`config.mk`:
```
export PLATFORM = sky130hd
export DESIGN_NAME = or1200_if_fetchq_flat
export DESIGN_NICKNAME = d
export VERILOG_FILES = /design/src/rtl/or1200_if_fetchq_pkg.sv /design/src/rtl/or1200_if_fetchq_if.sv /design/src/rtl/or1200_if_fetchq_mem.sv /design/src/rtl/or1200_if_fetchq.sv /design/src/flat_wrapper.sv
export SDC_FILE = /design/constraint.sdc
export NUM_CORES = 1
export LEC_CHECK = 0
export ABC_AREA = 1
export CORE_ASPECT_RATIO = 0.6
export CORE_UTILIZATION = 54
export CTS_CLUSTER_DIAMETER = 100
export DETAILED_ROUTE_END_ITERATION = 16
export PLACE_DENSITY_LB_ADDON = 0.05
export SYNTH_ARGS = -nofsm -noshare
export SYNTH_HDL_FRONTEND = slang
export SYNTH_HIERARCHICAL = 1
export SYNTH_SLANG_ARGS = --single-unit
```
`constraint.sdc`:
```
create_clock -name clk -period 9.8 [get_ports clk]
set_input_delay 1.96 -clock clk [delete_from_list [all_inputs] [get_ports clk]]
set_output_delay 1.96 -clock clk [all_outputs]
set_load 0.01 [all_outputs]
```
`src/rtl/or1200_if_fetchq_pkg.sv`:
```
// Shared types and constants for the instruction fetch queue.
// IFQ_NOP is the l.nop substituted for faulted fetches.
package or1200_ifq_pkg;

    localparam int          IFQ_AW  = 32;
    localparam logic [31:0] IFQ_NOP = {6'b000101, 26'h041_0000};

    localparam logic [3:0] IFQ_TAG_ITLBMISS  = 4'hd;
    localparam logic [3:0] IFQ_TAG_IMMUFAULT = 4'hc;
    localparam logic [3:0] IFQ_TAG_BUSERR    = 4'hb;

    typedef struct packed {
        logic [31:0]       insn;
        logic [IFQ_AW-1:0] addr;
        logic [2:0]        err;
    } ifq_entry_t;

    // One-hot error code; good responses and unknown tags map to zero.
    function automatic logic [2:0] ifq_classify(input logic err, input logic [3:0] tag);
        logic [2:0] code;
        code = 3'b000;
        if (err) begin
            case (tag)
                IFQ_TAG_ITLBMISS:  code = 3'b001;
                IFQ_TAG_IMMUFAULT: code = 3'b010;
                IFQ_TAG_BUSERR:    code = 3'b100;
                default:           code = 3'b000;
            endcase
        end
        return code;
    endfunction

endpackage

```
`src/rtl/or1200_if_fetchq_if.sv`:
```
// Fetch response (icpu_*) and IF-side (ifq_*) handshake bundle.
// slave is the queue's view; master is the surrounding fetch/IF logic.
interface or1200_if_fetchq_if #(
    parameter int AW = 32
);
    logic          icpu_ack_i;
    logic          icpu_err_i;
    logic [31:0]   icpu_dat_i;
    logic [AW-1:0] icpu_adr_i;
    logic [3:0]    icpu_tag_i;
    logic          icpu_rdy_o;

    logic          ifq_ready_i;
    logic          ifq_valid_o;
    logic [31:0]   ifq_insn_o;
    logic [AW-1:0] ifq_addr_o;
    logic [2:0]    ifq_err_o;

    modport slave (
        input  icpu_ack_i, icpu_err_i, icpu_dat_i, icpu_adr_i, icpu_tag_i, ifq_ready_i,
        output icpu_rdy_o, ifq_valid_o, ifq_insn_o, ifq_addr_o, ifq_err_o
    );

    modport master (
        output icpu_ack_i, icpu_err_i, icpu_dat_i, icpu_adr_i, icpu_tag_i, ifq_ready_i,
        input  icpu_rdy_o, ifq_valid_o, ifq_insn_o, ifq_addr_o, ifq_err_o
    );

endinterface

```
`src/rtl/or1200_if_fetchq_mem.sv`:
```
// Entry storage for the fetch queue: one write port, one asynchronous read port.
// Storage is data only and is not reset; validity lives in the top's counters.
module or1200_ifq_mem
    import or1200_ifq_pkg::*;
#(
    parameter int DEPTH = 2
) (
    input  logic                     clk,
    input  logic                     we,
    input  logic [$clog2(DEPTH)-1:0] waddr,
    input  ifq_entry_t               wdata,
    input  logic [$clog2(DEPTH)-1:0] raddr,
    output ifq_entry_t               rdata
);

    ifq_entry_t mem_q [DEPTH];

    always_ff @(posedge clk) begin
        if (we) begin
            mem_q[waddr] <= wdata;
        end
    end

    assign rdata = mem_q[raddr];

endmodule

```
`src/rtl/or1200_if_fetchq.sv`:
```
// Instruction fetch queue between the IC/IMMU response path and IF.
// Define OR1200_IFQ_BYPASS_EN for a same-cycle path when the queue is empty and IF is ready.
module or1200_if_fetchq
    import or1200_ifq_pkg::*;
#(
    parameter int DEPTH = 2,
    parameter int AW    = IFQ_AW
) (
    input  logic                   clk,
    input  logic                   rst,
    or1200_if_fetchq_if.slave      bus,
    input  logic                   if_flushpipe,
    output logic [$clog2(DEPTH):0] ifq_count_o
);

    localparam int PW = $clog2(DEPTH);
    localparam int CW = PW + 1;

    logic [PW-1:0] wr_ptr_q, wr_ptr_d;
    logic [PW-1:0] rd_ptr_q, rd_ptr_d;
    logic [CW-1:0] count_q, count_d;

    logic       icpu_rdy;
    logic       rsp;
    logic       push;
    logic       pop;
    logic       store;
    logic       bypass;
    logic       head_valid;
    ifq_entry_t wr_entry;
    ifq_entry_t rd_entry;

    or1200_ifq_mem #(
        .DEPTH (DEPTH)
    ) u_mem (
        .clk   (clk),
        .we    (store),
        .waddr (wr_ptr_q),
        .wdata (wr_entry),
        .raddr (rd_ptr_q),
        .rdata (rd_entry)
    );

    // Ready never looks ahead at a same-cycle pop, keeping it a pure function of state.
    always_comb begin
        icpu_rdy   = !rst && (count_q != CW'(DEPTH));
        rsp        = bus.icpu_ack_i | bus.icpu_err_i;
        push       = rsp && icpu_rdy && !if_flushpipe;
        head_valid = (count_q != '0);
        pop        = head_valid && bus.ifq_ready_i && !if_flushpipe;
`ifdef OR1200_IFQ_BYPASS_EN
        bypass     = push && !head_valid && bus.ifq_ready_i;
`else
        bypass     = 1'b0;
`endif
        store      = push && !bypass;

        wr_entry.insn = bus.icpu_err_i ? IFQ_NOP : bus.icpu_dat_i;
        wr_entry.addr = IFQ_AW'(bus.icpu_adr_i & ~AW'(3));
        wr_entry.err  = ifq_classify(bus.icpu_err_i, bus.icpu_tag_i);
    end

    always_comb begin
        wr_ptr_d = wr_ptr_q;
        rd_ptr_d = rd_ptr_q;
        count_d  = count_q;
        if (if_flushpipe) begin
            wr_ptr_d = '0;
            rd_ptr_d = '0;
            count_d  = '0;
        end else begin
            if (store) begin
                wr_ptr_d = wr_ptr_q + PW'(1);
            end
            if (pop) begin
                rd_ptr_d = rd_ptr_q + PW'(1);
            end
            case ({store, pop})
                2'b10:   count_d = count_q + CW'(1);
                2'b01:   count_d = count_q - CW'(1);
                default: count_d = count_q;
            endcase
        end
    end

    // Empty queue presents the reset head (l.nop, address 0, no error).
    always_comb begin
        bus.icpu_rdy_o  = icpu_rdy;
        bus.ifq_valid_o = head_valid;
        bus.ifq_insn_o  = IFQ_NOP;
        bus.ifq_addr_o  = '0;
        bus.ifq_err_o   = 3'b000;
        if (head_valid) begin
            bus.ifq_insn_o = rd_entry.insn;
            bus.ifq_addr_o = AW'(rd_entry.addr);
            bus.ifq_err_o  = rd_entry.err;
        end
        if (bypass) begin
            bus.ifq_valid_o = 1'b1;
            bus.ifq_insn_o  = wr_entry.insn;
            bus.ifq_addr_o  = AW'(wr_entry.addr);
            bus.ifq_err_o   = wr_entry.err;
        end
        ifq_count_o = count_q;
    end

    always_ff @(posedge clk) begin
        if (rst) begin
            wr_ptr_q <= '0;
            rd_ptr_q <= '0;
            count_q  <= '0;
        end else begin
            wr_ptr_q <= wr_ptr_d;
            rd_ptr_q <= rd_ptr_d;
            count_q  <= count_d;
        end
    end

endmodule

```
`src/flat_wrapper.sv`:
```
// flat-port wrapper written by rule: the top's interface ports become plain ports
module or1200_if_fetchq_flat import or1200_ifq_pkg::*;
#(
    parameter int DEPTH = 2,
    parameter int AW    = IFQ_AW
)
  (clk, rst, if_flushpipe, ifq_count_o, bus_icpu_ack_i, bus_icpu_err_i, bus_icpu_dat_i, bus_icpu_adr_i, bus_icpu_tag_i, bus_ifq_ready_i, bus_icpu_rdy_o, bus_ifq_valid_o, bus_ifq_insn_o, bus_ifq_addr_o, bus_ifq_err_o);
  or1200_if_fetchq_if #(.AW(AW)) bus_i ();
  input  logic clk;
  input  logic rst;
  input  logic if_flushpipe;
  output logic [$clog2(DEPTH):0] ifq_count_o;
  input wire logic [$bits(bus_i.icpu_ack_i)-1:0] bus_icpu_ack_i;
  input wire logic [$bits(bus_i.icpu_err_i)-1:0] bus_icpu_err_i;
  input wire logic [$bits(bus_i.icpu_dat_i)-1:0] bus_icpu_dat_i;
  input wire logic [$bits(bus_i.icpu_adr_i)-1:0] bus_icpu_adr_i;
  input wire logic [$bits(bus_i.icpu_tag_i)-1:0] bus_icpu_tag_i;
  input wire logic [$bits(bus_i.ifq_ready_i)-1:0] bus_ifq_ready_i;
  output wire logic [$bits(bus_i.icpu_rdy_o)-1:0] bus_icpu_rdy_o;
  output wire logic [$bits(bus_i.ifq_valid_o)-1:0] bus_ifq_valid_o;
  output wire logic [$bits(bus_i.ifq_insn_o)-1:0] bus_ifq_insn_o;
  output wire logic [$bits(bus_i.ifq_addr_o)-1:0] bus_ifq_addr_o;
  output wire logic [$bits(bus_i.ifq_err_o)-1:0] bus_ifq_err_o;
  assign bus_i.icpu_ack_i = bus_icpu_ack_i;
  assign bus_i.icpu_err_i = bus_icpu_err_i;
  assign bus_i.icpu_dat_i = bus_icpu_dat_i;
  assign bus_i.icpu_adr_i = bus_icpu_adr_i;
  assign bus_i.icpu_tag_i = bus_icpu_tag_i;
  assign bus_i.ifq_ready_i = bus_ifq_ready_i;
  assign bus_icpu_rdy_o = bus_i.icpu_rdy_o;
  assign bus_ifq_valid_o = bus_i.ifq_valid_o;
  assign bus_ifq_insn_o = bus_i.ifq_insn_o;
  assign bus_ifq_addr_o = bus_i.ifq_addr_o;
  assign bus_ifq_err_o = bus_i.ifq_err_o;
  or1200_if_fetchq #(.DEPTH(DEPTH), .AW(AW)) u_core (.clk(clk), .rst(rst), .bus(bus_i), .if_flushpipe(if_flushpipe), .ifq_count_o(ifq_count_o));
endmodule
```
# Word level (Yosys, flattened, before mapping)
# Memories as Yosys holds them, arrays and structs flattened. A register that Yosys moved wholly into a read port is not among the register bits.
# Index checks and enable logic that the tools add are counted.
# totals
word_cells	36
output_inout_bits	71
ff_bits	4
ramBits	130
inputBits	74
mem_count	1
# mem_list
memory	depth	width	read_ports	rd_ports_with_merged_regs	wr	line	text
u_core.u_mem.mem_q	2	65	1	1	1	or1200_if_fetchq_mem.sv:16	ifq_entry_t mem_q [DEPTH];
# classes
mux	11
bitwise	1
reduce_logical	10
add_sub_neg	4
n_eq_ne	6
# ops
cell	count
$mux 32	3
$eq 4x4->1 const B	3
$pmux 3 s3	1
$mux 3	2
$logic_and 1x1->1	5
$mux 1	4
$pmux 2 s2	1
$reduce_bool 2->1	2
$add 1x1->1 const B	2
$add 2x1->2 const B	1
$eq 2x1->1 const B	1
$eq 2x2->1 const B	1
$logic_not 1->1	2
$ne 2x2->1 const B	1
$reduce_or 2->1	1
$sub 2x1->2 const B	1
$or 1x1->1	1

# Depth between registers and ports, before layout
# Gate-level depths: netlist of the first run.
# logic_depth
depth_word	6
ltp_mapped	10
ltp_nobuf	10

# Cells and area by module
# Netlist of the first run, hierarchy kept.
# by_module_without_submodules
module	instances	seq_area_each_um2	area_each_um2	cells_each
or1200_ifq_mem	1	4023.9	4908.5	355
or1200_if_fetchq	1	80.1	1066.0	246

# Least setup slack after synthesis of the first run
# Ideal clock, no wire load.
# synth_timing
path_type	input to register
from	input port bus_icpu_err_i
to	memory u_core/u_mem/mem_q[0][0] (netlist name), enable pin
path_buffers	1
setup_ps	494
t_required_ps	9306
t_arrival_ps	5329
cell_stages	7
path_slack_ps	3976
path_cell_list	buf_2 -> nor2_1 -> a21oi_1 -> nand2_1 -> inv_1 -> inv_1 -> nor2_1
# synth_between
elab_chain_len	5
# synth_lines
element	line	text
start, declared	flat_wrapper.sv:14	input wire logic [$bits(bus_i.icpu_err_i)-1:0] bus_icpu_err_i;
$or 1x1->1	or1200_if_fetchq.sv:47	rsp = bus.icpu_ack_i | bus.icpu_err_i;
$logic_and 1x1->1 (2 in series)	or1200_if_fetchq.sv:48	push = rsp && icpu_rdy && !if_flushpipe;
net u_core.push	or1200_if_fetchq.sv:25	logic push;
$mux 1	or1200_if_fetchq_mem.sv:19	if (we) begin
$mux 1 (implied by the code)	or1200_if_fetchq_mem.sv:20	mem_q[waddr] <= wdata;
end, declared	or1200_if_fetchq_mem.sv:16	
# The timed path passes the listed nets, and every way through them passes these cells.

# Worst setup path after layout of the first run
# layout_timing
from	input port rst
to	output port bus_icpu_rdy_o
# layout_between
elab_chain_len	2
# layout_lines
element	line	text
start, declared	flat_wrapper.sv:10	input logic rst;
$logic_not 1->1	or1200_if_fetchq.sv:46	icpu_rdy = !rst && (count_q != CW'(DEPTH));
$logic_and 1x1->1	or1200_if_fetchq.sv:46	
end, declared	flat_wrapper.sv:19	output wire logic [$bits(bus_i.icpu_rdy_o)-1:0] bus_icpu_rdy_o;
# Every way passes these cells.

==> flow_summary_export.csv, run 1 <==
group,metric,value,unit
sta,period_needed,5.03,ns
worst_setup_path,worstSetupPathType,"input pin to output port",
sta,worstMarginPinSlew,0.822,ns
sta,final.setup.tns,0,ns
synth,synth_area,5970,um2
run,maxCapViolCount,0,
power,p_sw,0.000287,W
detailed_routing,ant_nets,0,
detailed_routing,firstDrtPassIters,4,
detailed_routing,wire_per_inst,13.1,um
outcome,outcome,"complete, no violations",
power,seq_power_share,0.497,
detailed_routing,wl,11800,um
clock_network,htree_num_levels,4,
worst_setup_path,critPathLaunchType,"input pin",
detailed_routing,vias,4184,
place,portBuffers,142,
worst_setup_path,r2r-end,"u_core/u_mem/mem_q[0][10]",
worst_setup_path,worstSetupEndpointType,"output port",
clock_network,cts_setup_buffers,0,
synth,ys_ff_latch,138,
synth,synth_cell_types,20,
synth,synthCells,601,
sta,hold_ws,0.566,ns
worst_setup_path,reg2reg_setup_slack,7.34,ns
sta,fin_skew,0.00792,ns
synth,yosysSeqAreaShare,0.687,
die,dieArea,11500,um2
worst_setup_path,r2r_cells,7,
die,rows,29,
power,p_per_area,168,nW/um2
clock_network,cts_sinks,138,
finish,fin_area,8010,um2
detailed_routing,first_iter_violations,252,
finish,mostFrequentLayoutCells,"nand2_1 (212), clkdlybuf4s50_1 (142), edfxtp_1 (134)",
worst_hold_path,hold_path_end,"u_core/wr_ptr_q",
place,hpwlAfterDp,7060,um
worst_setup_path,crit_fanout,2,
global_route,grt_pass1_wl,18900,um
die,core_area,10700,um2
clock_network,tritoncts,"done",
clock_network,clockRootBuffer,"clkbuf_16",
die,ioPinCount,145,
finish,final_layout_size_suffix_gt1_frac,0.0594,
worst_hold_path,hold_start,"u_core/wr_ptr_q",
worst_setup_path,cp.arrival,3.07,ns
die,start_util,0.560,
finish,fin_util,0.751,
detailed_routing,drcViolationCount,0,
clock_network,path_clk_slew,0.06,ns
finish,finish.net_count,820,
clock_network,hold_buffers,0,
sta,timing.fmax,199,MHz
global_route,grt_max_degree,70,
sta,grt_setup_unrepaired,"false",
place,place_area,7460,um2
power,pwr-share-clk,0.432,
synth,yosys_warnings,6,
sta,setup_violations,0,
global_route,grt.total_usage,0.221,
worst_hold_path,hold_class,"flop to flop",
clock_network,clk-insertion-delay-late,0.40,ns
finish,area_growth,34.1,%
sta,hold_viol,0,
global_route,antenna_found_initial,0,
sta,fin_crit_sh,0.513,
die,chipHeight,83.5,um
power,internal-power,0.00106,W
synth,avgSynthCellArea,9.94,um2
power,irDropWorstVdd,0.000131,V
worst_setup_path,required,7.84,ns
global_route,grt-ovfl-total,0,
clock_network,cts.repair.resized,0,
clock_network,cts-buffers-inserted,17,
sta,slew_headroom,0.452,
sta,drv_slew,0,
worst_hold_path,whs_path_depth,2,
power,share_comb_of_total_power,0.071,
worst_setup_path,reg2reg_from,"u_core/ifq_count_o[0]",
clock_network,clock_path_buffers,2,
global_route,grt_pass1_vias,4053,
power,p_leak,3.44,nW
finish,antenna_cells,0,
power,finalPower,0.00135,W
place,place_congestion,0.780,
die,die_x,138,um
detailed_routing,via_per_inst,4.66,
power,p_sw_frac,0.212,
finish,final_common_cell,"nand2_1",
synth_stat cells, drive strengths merged:
cell type  instances  area [um2]
nand4              1        6.26
ha                 1        12.5
nand3              3        15.0
nor2              99         374
conb               1        3.75
buf               26         180
nor4               1        6.26
edfxtp           134        4020
dfxtp              4        80.1
inv              103         387
nor3               2        10.0
or2                8        50.0
o21ai              1        5.00
nand2            212         796
a21oi              5        25.0
registers in the layout (all words and copies together), names as in the netlist:
register / flops
u_core/ifq_count_o: 2
u_core/u_mem/mem_q: 134
u_core/wr_ptr_q: 1
u_core/rd_ptr_q: 1
cell families (layout without fill, tap and decap cells):
| logic type | after synthesis | count (layout) | share of synthesized area |
|---|---|---|---|
| simple gates | 326 | 326 | 0.210 |
| fa+ha+maj | 1 | 1 | 0.00209 |
| compound gates | 6 | 6 | 0.00502 |
| flops | 138 | 138 | 0.687 |
| other cells | 1 | 4 | 0.000628 |
| buf+inv | 129 | 283 | 0.0949 |
area by class of cell:
cell class              instances  area, um2
flip-flops and latches        138       4110
clock buffers                  17        425
multi-input cells             337       1330
fillers                       760       2650
well taps                     139        174
repair buffers                148       1470
clock inverters                15        129
inverters                     103        387
worst max path at each step:
stage                              start                  endpoint  slack, ns  cells after the start
after global routing                 rst            bus_icpu_rdy_o       4.70                      3
after detailed placement             rst            bus_icpu_rdy_o       4.79                      3
final                                rst            bus_icpu_rdy_o       4.77                      3
after global placement               rst            bus_icpu_rdy_o       4.79                      3
after floorplan           bus_icpu_err_i  u_core/u_mem/mem_q[0][0]       3.98                      7
after CTS                            rst            bus_icpu_rdy_o       4.78                      3
critical path: stages:
cell	delay, ns
clkdlybuf4s50_1	0.42
a21oi_1	0.13
clkdlybuf4s50_1	0.56
power by group through the flow:
| stage | Clock (W) | Sequential (W) | Combinational [W] |
|---|---|---|---|
| 4_1_cts | 0.000595 | 0.000671 | 0.0000964 |
| 3_5_place_dp | 0 | 0.000683 | 0.0000957 |
| 5_1_grt | 0.000619 | 0.000672 | 0.000106 |
| 2_1_floorplan | 0 | 0.000683 | 0.0000421 |
| 6_report | 0.000583 | 0.000671 | 0.0000954 |
| 3_3_place_gp | 0 | 0.000682 | 0.0000932 |
metrics by stage:
step                      std cells  worst slack [ns]
after detailed placement        865              4.79
final                           897              4.77
after global routing            897              4.70
after floorplan                 604              3.98
after CTS                       897              4.78
after global placement          865              4.79
per-layer routing:
layer / vias to the layer above / share of wire / global-route usage
met4: 0 / 0.0082 / 0.0840
met3: 9 / 0.063 / 0.0553
met1: 1926 / 0.44 / 0.281
li1: 2135 / - / -
met2: 114 / 0.49 / 0.365
met5: - / 0 / 0
No activity file was read; power rests on OpenSTA's default activity.
==> run 2: changes to the inputs <==
--- a/config.mk
+++ b/config.mk
@@ -7,7 +7,7 @@
 export LEC_CHECK = 0
 export ABC_AREA = 1
 export CORE_ASPECT_RATIO = 0.6
-export CORE_UTILIZATION = 54
+export CORE_UTILIZATION = 45
 export CTS_CLUSTER_DIAMETER = 100
 export DETAILED_ROUTE_END_ITERATION = 16
 export PLACE_DENSITY_LB_ADDON = 0.05
==> constraint.sdc (replaced) <==
create_clock -name clk -period 4.42 [get_ports clk]
set_input_delay 0.884 -clock clk [delete_from_list [all_inputs] [get_ports clk]]
set_output_delay 0.884 -clock clk [all_outputs]
set_load 0.01 [all_outputs]
==> run 2 against run 1 <==
Sequential share of layout area decreased by 0.73 points. Critical path type is now flop to output port. Register-to-register slack lost 5.2 ns. Sequential power grew 120%. Sequential cell count stayed put. Count of clock-buffer cells in the layout is 2 higher. Cell count up 3.7%. Clock skew up 0.0044 ns. Critical path depth is 1 higher. Utilization fell by 12 points.
==> flow_summary_export.csv, run 2 (synthesized netlist as in run 1, its figures left out) <==
group,metric,value,unit
clock_network,cts_sinks,138,
finish,regMostFlops,"u_core/u_mem/mem_q",
clock_network,clk-insertion-delay-late,0.41,ns
sta,worstMarginPinSlew,0.877,ns
worst_hold_path,whs_path_depth,2,
run,maxCapViolCount,0,
detailed_routing,firstDrtPassIters,4,
worst_setup_path,reg2reg_setup_slack,2.15,ns
detailed_routing,wl,12600,um
sta,fin_skew,0.0123,ns
detailed_routing,drcViolationCount,0,
detailed_routing,vias,4257,
finish,area_growth,36.1,%
die,ioPinCount,145,
worst_setup_path,slowest_stage,"nor2_4",
finish,final_layout_size_suffix_gt1_frac,0.0618,
clock_network,cts_setup_buffers,0,
sta,layout_setup_ws,1.03,ns
global_route,grt-ovfl-total,0,
power,p_per_area,379,nW/um2
power,irDropWorstVdd,0.000253,V
outcome,outcome,"complete, no violations",
worst_hold_path,hold_path_end,"u_core/wr_ptr_q",
place,pre_cts_ws,1.35,ns
worst_setup_path,cp_slowest_stage_delay,0.71,ns
place,place_inst,898,
sta,period_needed,3.39,ns
place,place_congestion,0.775,
worst_setup_path,required,3.54,ns
worst_setup_path,path_buf_inv,2,
clock_network,tritoncts,"done",
clock_network,cts-buffers-inserted,17,
die,die_x,151,um
finish,final_common_cell,"nand2_1",
worst_setup_path,r2r_cells,7,
sta,hold_viol,0,
sta,setup_violations,0,
die,core_area,12900,um2
power,p_leak,3.49,nW
die,start_util,0.463,
worst_setup_path,crit_fanout,36,
finish,antenna_cells,0,
finish,finish.net_count,822,
sta,timing.fmax,295,MHz
finish,mostFrequentLayoutCells,"nand2_1 (212), clkdlybuf4s50_1 (142), edfxtp_1 (134)",
global_route,grt_pass1_vias,4334,
worst_hold_path,hold_class,"flop to flop",
clock_network,clock_path_buffers,2,
die,dieArea,13800,um2
sta,final.setup.tns,0,ns
worst_setup_path,reg2reg_from,"u_core/ifq_count_o[0]",
global_route,grt_pass1_wl,20500,um
global_route,grt_max_degree,70,
detailed_routing,via_per_inst,4.58,
clock_network,path_clk_slew,0.06,ns
worst_setup_path,cp.arrival,2.51,ns
clock_network,clockRootBuffer,"clkbuf_16",
clock_network,hold_buffers,0,
place,hpwlAfterDp,7530,um
sta,drv_slew,0,
finish,fin_util,0.631,
worst_hold_path,hold_start,"u_core/wr_ptr_q",
detailed_routing,first_iter_violations,195,
die,rows,32,
detailed_routing,ant_nets,0,
place,portBuffers,142,
die,chipHeight,91.3,um
sta,slew_headroom,0.414,
clock_network,cts.repair.resized,0,
worst_setup_path,r2r-end,"u_core/u_mem/mem_q[1][42]",
detailed_routing,wire_per_inst,13.5,um
finish,largest_register_ffs,134,
clock_network,htree_num_levels,4,
worst_setup_path,path_cells,"nor2_4 -> buf_12 -> or2_1 -> clkdlybuf4s50_1",
worst_setup_path,critPathLaunchType,"flop",
sta,fin_crit_sh,0.768,
worst_setup_path,worstSetupEndpointType,"output port",
global_route,grt.total_usage,0.198,
finish,layoutNonFillerInstCount,930,
sta,grt_setup_unrepaired,"false",
worst_setup_path,worstSetupPathType,"flop to output port",
global_route,antenna_found_initial,0,
worst_setup_path,critPathTopFamily,"simple AND/OR/NAND/NOR gates",
run 2: cell count changes in the layout (fill, tap and decap cells not counted), sizes merged:
cell / previous run / this run
inv: 104 / 105
bufinv: 1 / 2
clkbuf: 17 / 19
clkinvlp: 5 / 2
buf: 6 / 8
clkinv: 8 / 7
run 2: worst max path at each step:
stage	start	to	slack (ns)	cells after the start
floorplan	bus_icpu_err_i	u_core/u_mem/mem_q[0][0]	0.84	7
global placement	if_flushpipe	u_core/u_mem/mem_q[1][48]	1.41	7
detailed placement	if_flushpipe	u_core/u_mem/mem_q[1][43]	1.35	7
CTS	u_core/ifq_count_o[0]	bus_ifq_insn_o[26]	1.01	4
global route	u_core/ifq_count_o[0]	bus_ifq_insn_o[26]	0.87	4
finish	u_core/ifq_count_o[0]	bus_ifq_insn_o[26]	1.03	4
run 2: metrics by stage:
| step | power (W) | hold slack (ns) | cell area (um2) |
|---|---|---|---|
| finish | 0.00308 | 0.551 | 8130 |
| global route | 0.00319 | 0.581 | 8130 |
| CTS | 0.00311 | 0.547 | 8130 |
| detailed placement | 0.00173 | 0.539 | 7550 |
| global placement | 0.00173 | 0.513 | 7550 |
| floorplan | 0.00161 | 0.475 | 5990 |
run 2: worst reg2reg max path, cell delays in order (launching register included):
cell and delay, ns:
dfxtp_1 0.47, inv_1 0.14, a21oi_1 0.24, nand2_1 0.12
inv_1 0.09, nand2_1 0.06, inv_2 0.43, buf_4 0.39
run 2: per-layer routing:
layer  GRT usage  wire, um  vias to the layer above
li1            -         -                     2133
met3      0.0598       729                        9
met5           0         0                        -
met4      0.0633        96                        0
met1       0.256      5830                     2014
met2       0.318      5930                      101
run 2: cell type report:
cell class	instances	area (um2)
Fill cell	1066	4760
Sequential cell	138	4110
Timing Repair Buffer	150	1520
Multi-Input combinational cell	337	1330
Clock buffer	19	433
Inverter	103	387
Tap cell	170	213
Clock inverter	13	146
run 2: where the power goes:
group,switching (W),total (W),internal [W]
combinational,0.000105,0.000216,0.000111
sequential,0.00000976,0.00149,0.00148
clock,0.000541,0.00138,0.000836
total,0.000656,0.00308,0.00242
==> run 3: changes to the inputs <==
==> constraint.sdc (replaced) <==
create_clock -name clk -period 3 [get_ports clk]
set_input_delay 0.6 -clock clk [delete_from_list [all_inputs] [get_ports clk]]
set_output_delay 0.6 -clock clk [all_outputs]
set_load 0.01 [all_outputs]
==> run 3 against run 2 <==
Design area grew 1.1%. Sequential power is 47% higher. Wire length decreased by 2.9%. Cell count is 0.32% higher. Die area stayed put. Sequential cell count unchanged. Via count is 1.3% lower.
==> flow_summary_export.csv, run 3 (synthesized netlist as in run 1, its figures left out) <==
group,metric,value,unit
worst_setup_path,critPathLaunchType,"flop",
place,portBuffers,142,
global_route,grt_pass1_vias,4132,
clock_network,clockRootBuffer,"clkbuf_16",
clock_network,cts_setup_buffers,0,
die,start_util,0.463,
sta,hold_viol,0,
worst_setup_path,r2r_cells,7,
finish,final_common_cell,"nand2_1",
place,hpwlAfterDp,7440,um
detailed_routing,via_per_inst,4.50,
outcome,outcome,"complete, no violations",
power,share_comb_of_total_power,0.067,
global_route,grt_pass1_wl,19700,um
finish,regMostFlops,"u_core/u_mem/mem_q",
clock_network,clk-insertion-delay-late,0.41,ns
sta,grt_setup_unrepaired,"false",
worst_hold_path,hold_path_end,"u_core/wr_ptr_q",
detailed_routing,wl,12200,um
global_route,grt.total_usage,0.192,
worst_setup_path,reg2reg_from,"u_core/ifq_count_o[0]",
place,place_area,7570,um2
worst_setup_path,r2r-end,"u_core/u_mem/mem_q[0][21]",
worst_hold_path,hold_start,"u_core/wr_ptr_q",
place,place_congestion,0.784,
place,pre_cts_ws,0.470,ns
global_route,grt_max_degree,65,
global_route,grt-ovfl-total,0,
finish,finish.net_count,826,
clock_network,cts_sinks,138,
clock_network,cts-buffers-inserted,17,
power,p_sw,0.000956,W
detailed_routing,ant_nets,0,
clock_network,hold_buffers,0,
die,die_x,151,um
die,dieArea,13800,um2
detailed_routing,first_iter_violations,171,
clock_network,htree_num_levels,4,
finish,fin_util,0.637,
detailed_routing,wire_per_inst,13.1,um
clock_network,path_clk_slew,0.05,ns
finish,fill_cells,1051,
power,p_sw_frac,0.200,
power,seq_power_share,0.459,
power,pwr-share-clk,0.474,
power,p_per_area,581,nW/um2
power,p_leak,3.52,nW
worst_setup_path,cp.arrival,2.09,ns
finish,antenna_cells,0,
worst_hold_path,hold_class,"flop to flop",
worst_setup_path,worstSetupPathType,"flop to output port",
detailed_routing,vias,4200,
detailed_routing,firstDrtPassIters,4,
worst_setup_path,worstSetupEndpointType,"output port",
sta,layout_setup_ws,0.307,ns
die,chipHeight,91.3,um
finish,fin_area,8220,um2
sta,period_needed,2.69,ns
finish,final_layout_size_suffix_gt1_frac,0.0682,
sta,fin_skew,0.00679,ns
sta,timing.fmax,371,MHz
clock_network,tritoncts,"done",
sta,final.setup.tns,0,ns
global_route,antenna_found_initial,0,
finish,largest_register_ffs,134,
worst_hold_path,whs_path_depth,2,
power,irDropWorstVdd,0.000390,V
worst_setup_path,required,2.40,ns
finish,area_growth,37.5,%
clock_network,clock_path_buffers,2,
run,maxCapViolCount,0,
die,rows,32,
sta,fin_crit_sh,0.898,
die,ioPinCount,145,
power,internal-power,0.00381,W
sta,drv_slew,0,
detailed_routing,drcViolationCount,0,
worst_setup_path,crit_fanout,35,
sta,setup_violations,0,
finish,mostFrequentLayoutCells,"nand2_1 (212), clkdlybuf4s50_1 (142), edfxtp_1 (134)",
die,core_area,12900,um2
clock_network,cts.repair.resized,0,
worst_setup_path,reg2reg_setup_slack,0.96,ns
-- run 3: critical path, stage by stage (launching register included) --
cell	delay, ns
dfxtp_2	0.35
buf_4	0.36
nand2_1	0.10
nand2_1	0.09
inv_1	0.04
nor2_1	0.16
clkdlybuf4s50_1	0.56
-- run 3: cell type report --
type,count,area [um2],share of cell area
sequential,138,4110,0.500
timing repair buffer,154,1540,0.187
multi-input combinational,337,1330,0.162
clock buffer,17,425,0.0518
inverter,103,387,0.0471
clock inverter,14,223,0.0271
tap,170,213,0.0259
-- run 3: routing by layer --
| metal | share of wire | vias to the layer above | global-route usage |
|---|---|---|---|
| met3 | 0.060 | 12 | 0.0452 |
| met4 | 0.012 | 0 | 0.0825 |
| met1 | 0.46 | 1926 | 0.247 |
| met5 | 0 | - | 0 |
| met2 | 0.47 | 112 | 0.309 |
| li1 | - | 2150 | - |
-- run 3: power by group through the flow --
stage	Sequential, W	Clock, W	Combinational [W]
final	0.00219	0.00226	0.000319
after CTS	0.00219	0.00230	0.000323
after floorplan	0.00223	0	0.000138
after global placement	0.00223	0	0.000314
after global routing	0.00219	0.00239	0.000353
after detailed placement	0.00223	0	0.000321
-- run 3: stage by stage --
| stage | hold slack (ns) | total power (W) | std cells |
|---|---|---|---|
| CTS | 0.563 | 0.00482 | 933 |
| detailed placement | 0.552 | 0.00255 | 902 |
| global route | 0.583 | 0.00494 | 933 |
| global placement | 0.537 | 0.00254 | 902 |
| finish | 0.572 | 0.00477 | 933 |
| floorplan | 0.475 | 0.00237 | 604 |
-- run 3: how the worst max path moves through the flow --
stage | end | depth (start not counted) | start | slack, ns
finish | bus_ifq_insn_o[1] | 6 | u_core/rd_ptr_q | 0.31
detailed placement | u_core/u_mem/mem_q[0][10] | 8 | bus_icpu_err_i | 0.47
CTS | bus_ifq_insn_o[1] | 6 | u_core/rd_ptr_q | 0.25
global placement | u_core/u_mem/mem_q[0][10] | 8 | bus_icpu_err_i | 0.48
global route | bus_ifq_addr_o[28] | 7 | u_core/rd_ptr_q | 0.13
floorplan | u_core/u_mem/mem_q[1][0] | 7 | bus_icpu_err_i | 0.12
